$ cat src/rtl/ram_burst_ctrl.sv
// Burst controller that turns write/read commands into single-port RAM accesses.
// Optional macro RAM_BURST_WRAP_EN: bursts wrap modulo 2^AW instead of being range-checked.
module ram_burst_ctrl #(
  parameter int AW = 10,
  parameter int DW = 16
) (
  input  logic          clk,
  input  logic          rst_n,
  input  logic          cmd_valid,
  output logic          cmd_ready,
  input  logic          cmd_wr,
  input  logic [AW-1:0] cmd_addr,
  input  logic [AW-1:0] cmd_len,
  input  logic [DW-1:0] wdata,
  input  logic          wvalid,
  output logic          wready,
  output logic [DW-1:0] rdata,
  output logic          rvalid,
  input  logic          rready,
  output logic          done,
  output logic          err,
  output logic          ram_en,
  output logic          ram_we,
  output logic [AW-1:0] ram_addr,
  output logic [DW-1:0] ram_di,
  input  logic [DW-1:0] ram_dout
);

  typedef enum logic [1:0] {IDLE, WRITE, READ, DRAIN} state_t;

  state_t        state, state_nxt;
  logic [AW-1:0] addr;
  logic [AW-1:0] left;
  logic [DW-1:0] fifo_mem [2];
  logic          wr_ptr, rd_ptr;
  logic [1:0]    fifo_cnt;
  logic          inflight;
  logic          done_q, err_q;
  logic          accept, bad_range, wbeat, issue, pop;
  logic [2:0]    occupancy;

  assign cmd_ready = (state == IDLE);
  assign accept    = cmd_valid && cmd_ready;
  assign rvalid    = (fifo_cnt != 2'd0);
  assign rdata     = fifo_mem[rd_ptr];
  assign pop       = rvalid && rready;
  assign done      = done_q;
  assign err       = err_q;

  // Words already committed to the output side after this cycle's pop.
  assign occupancy = {1'b0, fifo_cnt} + {2'b00, inflight} - {2'b00, pop};

`ifdef RAM_BURST_WRAP_EN
  assign bad_range = 1'b0;
`else
  assign bad_range = ({1'b0, cmd_addr} + {1'b0, cmd_len}) > {1'b0, {AW{1'b1}}};
`endif

  // NOTE: sequential state uses non-blocking assignments so every flop samples pre-edge values.
  always_ff @(posedge clk or negedge rst_n) begin
    if (!rst_n) state <= IDLE;
    else        state <= state_nxt;
  end

  // NOTE: every signal gets a default first, so no path through the case leaves a latch.
  always_comb begin
    state_nxt = state;
    wready    = 1'b0;
    ram_en    = 1'b0;
    ram_we    = 1'b0;
    ram_addr  = '0;
    ram_di    = '0;
    wbeat     = 1'b0;
    issue     = 1'b0;
    case (state)
      IDLE: begin
        if (accept && !bad_range) state_nxt = cmd_wr ? WRITE : READ;
      end
      WRITE: begin
        wready   = 1'b1;
        ram_en   = wvalid;
        ram_we   = wvalid;
        ram_addr = addr;
        ram_di   = wdata;
        wbeat    = wvalid;
        if (wvalid && left == '0) state_nxt = IDLE;
      end
      READ: begin
        ram_addr = addr;
        if (occupancy < 3'd2) begin
          ram_en = 1'b1;
          issue  = 1'b1;
          if (left == '0) state_nxt = DRAIN;
        end
      end
      DRAIN: begin
        if (!inflight && fifo_cnt == {1'b0, pop}) state_nxt = IDLE;
      end
      default: state_nxt = IDLE;
    endcase
  end

  always_ff @(posedge clk or negedge rst_n) begin
    if (!rst_n) begin
      addr     <= '0;
      left     <= '0;
      inflight <= 1'b0;
      done_q   <= 1'b0;
      err_q    <= 1'b0;
    end else begin
      inflight <= issue;
      err_q    <= accept && bad_range;
      done_q   <= (state != IDLE) && (state_nxt == IDLE);
      if (accept) begin
        addr <= cmd_addr;
        left <= cmd_len;
      end else if (wbeat || issue) begin
        addr <= addr + AW'(1);
        left <= left - AW'(1);
      end
    end
  end

  // Read data lands one cycle after its issue; the issue throttle keeps this from overflowing.
  always_ff @(posedge clk or negedge rst_n) begin
    if (!rst_n) begin
      // NOTE: the two FIFO words are reset (unlike a RAM) because rdata must read 0 in reset.
      fifo_mem[0] <= '0;
      fifo_mem[1] <= '0;
      wr_ptr      <= 1'b0;
      rd_ptr      <= 1'b0;
      fifo_cnt    <= 2'd0;
    end else begin
      if (inflight) begin
        fifo_mem[wr_ptr] <= ram_dout;
        wr_ptr           <= ~wr_ptr;
      end
      if (pop) rd_ptr <= ~rd_ptr;
      fifo_cnt <= fifo_cnt + {1'b0, inflight} - {1'b0, pop};
    end
  end

endmodule

$ cat config.mk
export PLATFORM = sky130hd
export DESIGN_NAME = ram_burst_ctrl
export DESIGN_NICKNAME = d
export VERILOG_FILES = /design/src/rtl/ram_burst_ctrl.sv
export SDC_FILE = /design/constraint.sdc
export NUM_CORES = 1
export LEC_CHECK = 0
export BUFFER_PORTS_ARGS = -buffer_cell sky130_fd_sc_hd__buf_2
export CORE_ASPECT_RATIO = 0.7
export CORE_MARGIN = 2
export CORE_UTILIZATION = 35
export CTS_CLUSTER_DIAMETER = 150
export DETAILED_ROUTE_END_ITERATION = 8
export GPL_ROUTABILITY_DRIVEN = 0
export GPL_TIMING_DRIVEN = 0
export SYNTH_ARGS = -nofsm -noshare
export SYNTH_HDL_FRONTEND = slang
export SYNTH_SLANG_ARGS = --single-unit
$ cat constraint.sdc
create_clock -name clk -period 7.8 [get_ports clk]
set_input_delay 1.17 -clock clk [delete_from_list [all_inputs] [get_ports clk]]
set_output_delay 1.17 -clock clk [all_outputs]
set_load 0.03 [all_outputs]
==> results by stage <==
Timing:
- Hold timing on the final database bottoms out at a slack of 0.491 ns.
- Setup repair after global routing left no endpoint under its margin.
- Setup violations remaining at the end of the flow were counted as 0.
- The number of hold violations in the final report is 0.
- The worst clock skew on the final layout is about 0.0084 ns.
- The final number of max-transition violations is 0.
- Measured against its own limit, the worst slew margin works out to between 40% and 50%.
- The shortest period the worst path allows is 4.55 ns.
- The fmax is 0.220 GHz.
- Adding up every negative setup slack in the final design gives 0 ns.
- The worst path uses 58.3% of the clock period.
- The slew at the pin with the worst max-slew slack is about 0.79 ns.

Yosys:
- Yosys instantiated no cell more often than dfrtp_1.
- The share of synthesized area occupied by flip-flops and latches is 45.2%.
- The number of cells produced by synthesis is 310.
- Among all flip-flop cells after synthesis, the most frequent one is dfrtp_1.
- The average cell area after synthesis is roughly 11 um2.
- The proportion of synthesized flip-flops having asynchronous set or reset is 100%.
- The share of synthesized area in the top cell type comes to 45.2%.
- Synthesis instantiated 36 different standard cells from the library.
- Yosys attributes the largest share of cell area to dfrtp_1 (45%), mux2_2 (16%), ha_1 (6.3%), and2_1 (5.6%), xor2_1 (4.4%).
- The count of yosys warnings during synthesis is 0.
- The total standard cell area after synthesis is 3380 um2.
- The synthesized design spends more area on one cell type than any other, namely dfrtp_1.
- The number of nets in the synthesized netlist is approximately 390.
- Counting flops and latches in the post-synthesis netlist gives 61.
- By count the netlist is led by dfrtp_1 (61), mux2_2 (48), and2_1 (30), nor2_1 (26), a21oi_1 (25).
- In this run, synthesis inferred 0 flip-flops with an integrated enable.

Setup path:
- Data arrives at the worst endpoint at 3.38 ns.
- The launch point of the worst reg-to-reg path is fifo_cnt[1]$_DFF_PN0_.
- The length in cells of the worst reg-to-reg path is 12.
- The required time of the worst setup path is about 6.6 ns.
- The endpoint identified for the worst register-to-register timing path is addr[9]$_DFFE_PN0P_.
- The largest fanout of any net on the critical path is 10.
- The critical setup path kind is in -> out.
- In this run the register-to-register setup slack is ~4.7 ns.
- The kind of start point of the critical path is an input port.
- The worst setup path is captured at a primary output.

Final layout:
- Measured on the finished design, the core utilization comes to about 48%.
- Cells with a size suffix above 1 make up 41.7% of the layout.
- The area overhead of the layout relative to synthesis is 30.0%.
- The post-route cell area is approximately 4400 um2.
- Counting the fill cells in the layout gives 894.
- At the end of the flow, the number of nets in the layout was ~500.
- 0 antenna diodes ended up in the layout.

CTS:
- Clock tree synthesis found a total of 61 sinks.
- Counting along the longest clock path gives a buffer depth of 2.
- Buffers inserted to repair hold after CTS numbered 0.
- The clock-pin slew on the worst setup and hold paths is about 0.050 ns.
- The CTS root buffer is clkbuf_16.
- Counting the buffers created by CTS gives 9.
- The maximum level of the CTS H-tree is 3.
- The post-CTS repair timing setup buffer count is 0.
- At the later pin of the worst-skew pair, clock insertion delay measures approximately 0.32 ns.
- The number of gates resized after CTS was 0.
- TritonCTS built the clock tree.

Min path:
- The launch point of the worst hold path is wr_ptr$_DFFE_PN0P_.
- The worst hold-check path type is reg -> reg.
- The capture endpoint of the worst hold path is wr_ptr$_DFFE_PN0P_.
- The worst hold path depth is 1.

Place:
- The wire-length estimate of the detail-placed layout is approximately 6.2 mm.
- The area after detailed placement is 4070 um2.
- The number of port buffers is roughly 110.

Drt:
- The detailed-route wire length per cell is about 14 um.
- The first routing iteration left 75 violations.
- The total length of routed wires is 8.05 mm.
- The via total after detailed routing is ~2700.
- The first detailed-routing pass ran for 4 iterations.
- After detailed routing, the number of remaining DRC violations is 0.
- The per-cell via count in the routed design is 4.90.
- The count of nets left with antenna violations once routing finished came out at 0.

GRT:
- The via count of the first global-routing pass is around 2700.
- The first global-routing pass estimated 13.0 mm of wire.
- Global routing finished with a remaining overflow of 0.
- Global routing used approximately 16% of the available tracks across all layers.
- The largest net degree at the start of global routing is slightly above 60.
- The initial antenna violation count is 0.

Power:
- The reported leakage power is just over 2 nW.
- The largest vdd supply drop is around 220 uV.
- In this run the power density over the cells is ~460 nW/um2.

Die:
- The die area is ~10000 um2.
- The row count is 29.
- The vertical extent of the die is between 80 and 90 um.
- Pin placement for this block handled roughly 110 I/O pins.
- The x dimension of the die is 121 um.
- The total core area is 9220 um2.
- The initial standard-cell utilization of the core is 36.7%.

Run:
- The tool flagged a number of max-cap violations equal to 0.

Run status:
- The flow ran to the end, and the final reports show no timing, DRC or antenna violations.
[area by class of cell]
cell class	count	area (um2)	share of cell area, %
inverters	12	45.0	1.03
multi-input cells	224	1750	39.9
plain buffers	13	53.8	1.23
clock inverters	7	100	2.28
clock buffers	9	225	5.13
well taps	124	155	3.53
flip-flops and latches	61	1530	34.8
repair buffers	106	533	12.1
[sequential cells by signal, summed over array words and instances, names as in the netlist]
name,flops
fifo_mem,32
state,2
left,10
err,1
addr,10
fifo_cnt,2
inflight,1
wr_ptr,1
done,1
rd_ptr,1
[metal layers]
layer	track usage (%)	up-vias	part of all wire, %	routed length, um
li1	-	1316	-	-
met2	24.3	79	45	3610
met3	3.62	6	5.2	422
met5	0	-	0	0
met1	22.6	1321	49	3960
met4	4.39	0	0.78	63
[stage by stage]
| step | cells | setup slack (ns) | total power [mW] |
|---|---|---|---|
| after floorplan | 310 | 3.60 | 1.34 |
| after global placement | 540 | 3.30 | 1.60 |
| after detailed placement | 540 | 3.24 | 1.63 |
| after CTS | 556 | 3.24 | 2.06 |
| after global routing | 556 | 3.10 | 2.18 |
| final | 556 | 3.25 | 2.04 |
[cell families (layout without fill, tap and decap cells)]
group                    count (synthesis)  count (layout)  share of synthesized area, %
AO/OA/AOI/OAI                           38              38                          6.82
XOR/XNOR                                20              20                          5.19
adder cells (fa/ha/maj)                 19              19                          7.48
buffers and inverters                   25             147                          2.93
flip-flops                              61              61                          45.2
multiplexers                            49              49                          16.3
AND/OR/NAND/NOR                         98              98                          16.1
[report_power, final]
group          internal [mW]  switching (mW)  total [mW]
clock                  0.280           0.146       0.427
sequential             0.472           0.112       0.584
combinational          0.403           0.627        1.03
total                   1.16           0.886        2.04
[worst max path at each step]
| stage | startpoint | to | slack (ns) | depth (start not counted) |
|---|---|---|---|---|
| after global routing | rready | ram_en | 3.10 | 12 |
| after detailed placement | rready | ram_en | 3.24 | 12 |
| after floorplan | rready | ram_en | 3.60 | 10 |
| after global placement | rready | ram_en | 3.30 | 12 |
| final | rready | ram_en | 3.25 | 12 |
| after CTS | rready | ram_en | 3.24 | 12 |
[cell usage in the layout, fill, tap and decap left out, types with 9 or more instances in the layout]
master / Yosys / layout
xor2_1: 17 / 17
inv_1: 12 / 12
dfrtp_1: 61 / 61
nor2_1: 26 / 26
buf_2: 4 / 109
and2_1: 30 / 30
ha_1: 17 / 17
clkbuf_1: 9 / 9
a21oi_1: 25 / 25
mux2_2: 48 / 48
clkbuf_16: 0 / 9
[worst max-delay path: stages]
cell     delay (ns)
buf_2          0.10
and2_1         0.17
ha_1           0.27
inv_1          0.06
ha_1           0.14
inv_1          0.05
fa_1           0.38
xnor2_1        0.21
a31o_2         0.22
buf_2          0.26
and2_1         0.15
buf_2          0.19
Note: power is estimated with default switching activity, not from simulation.
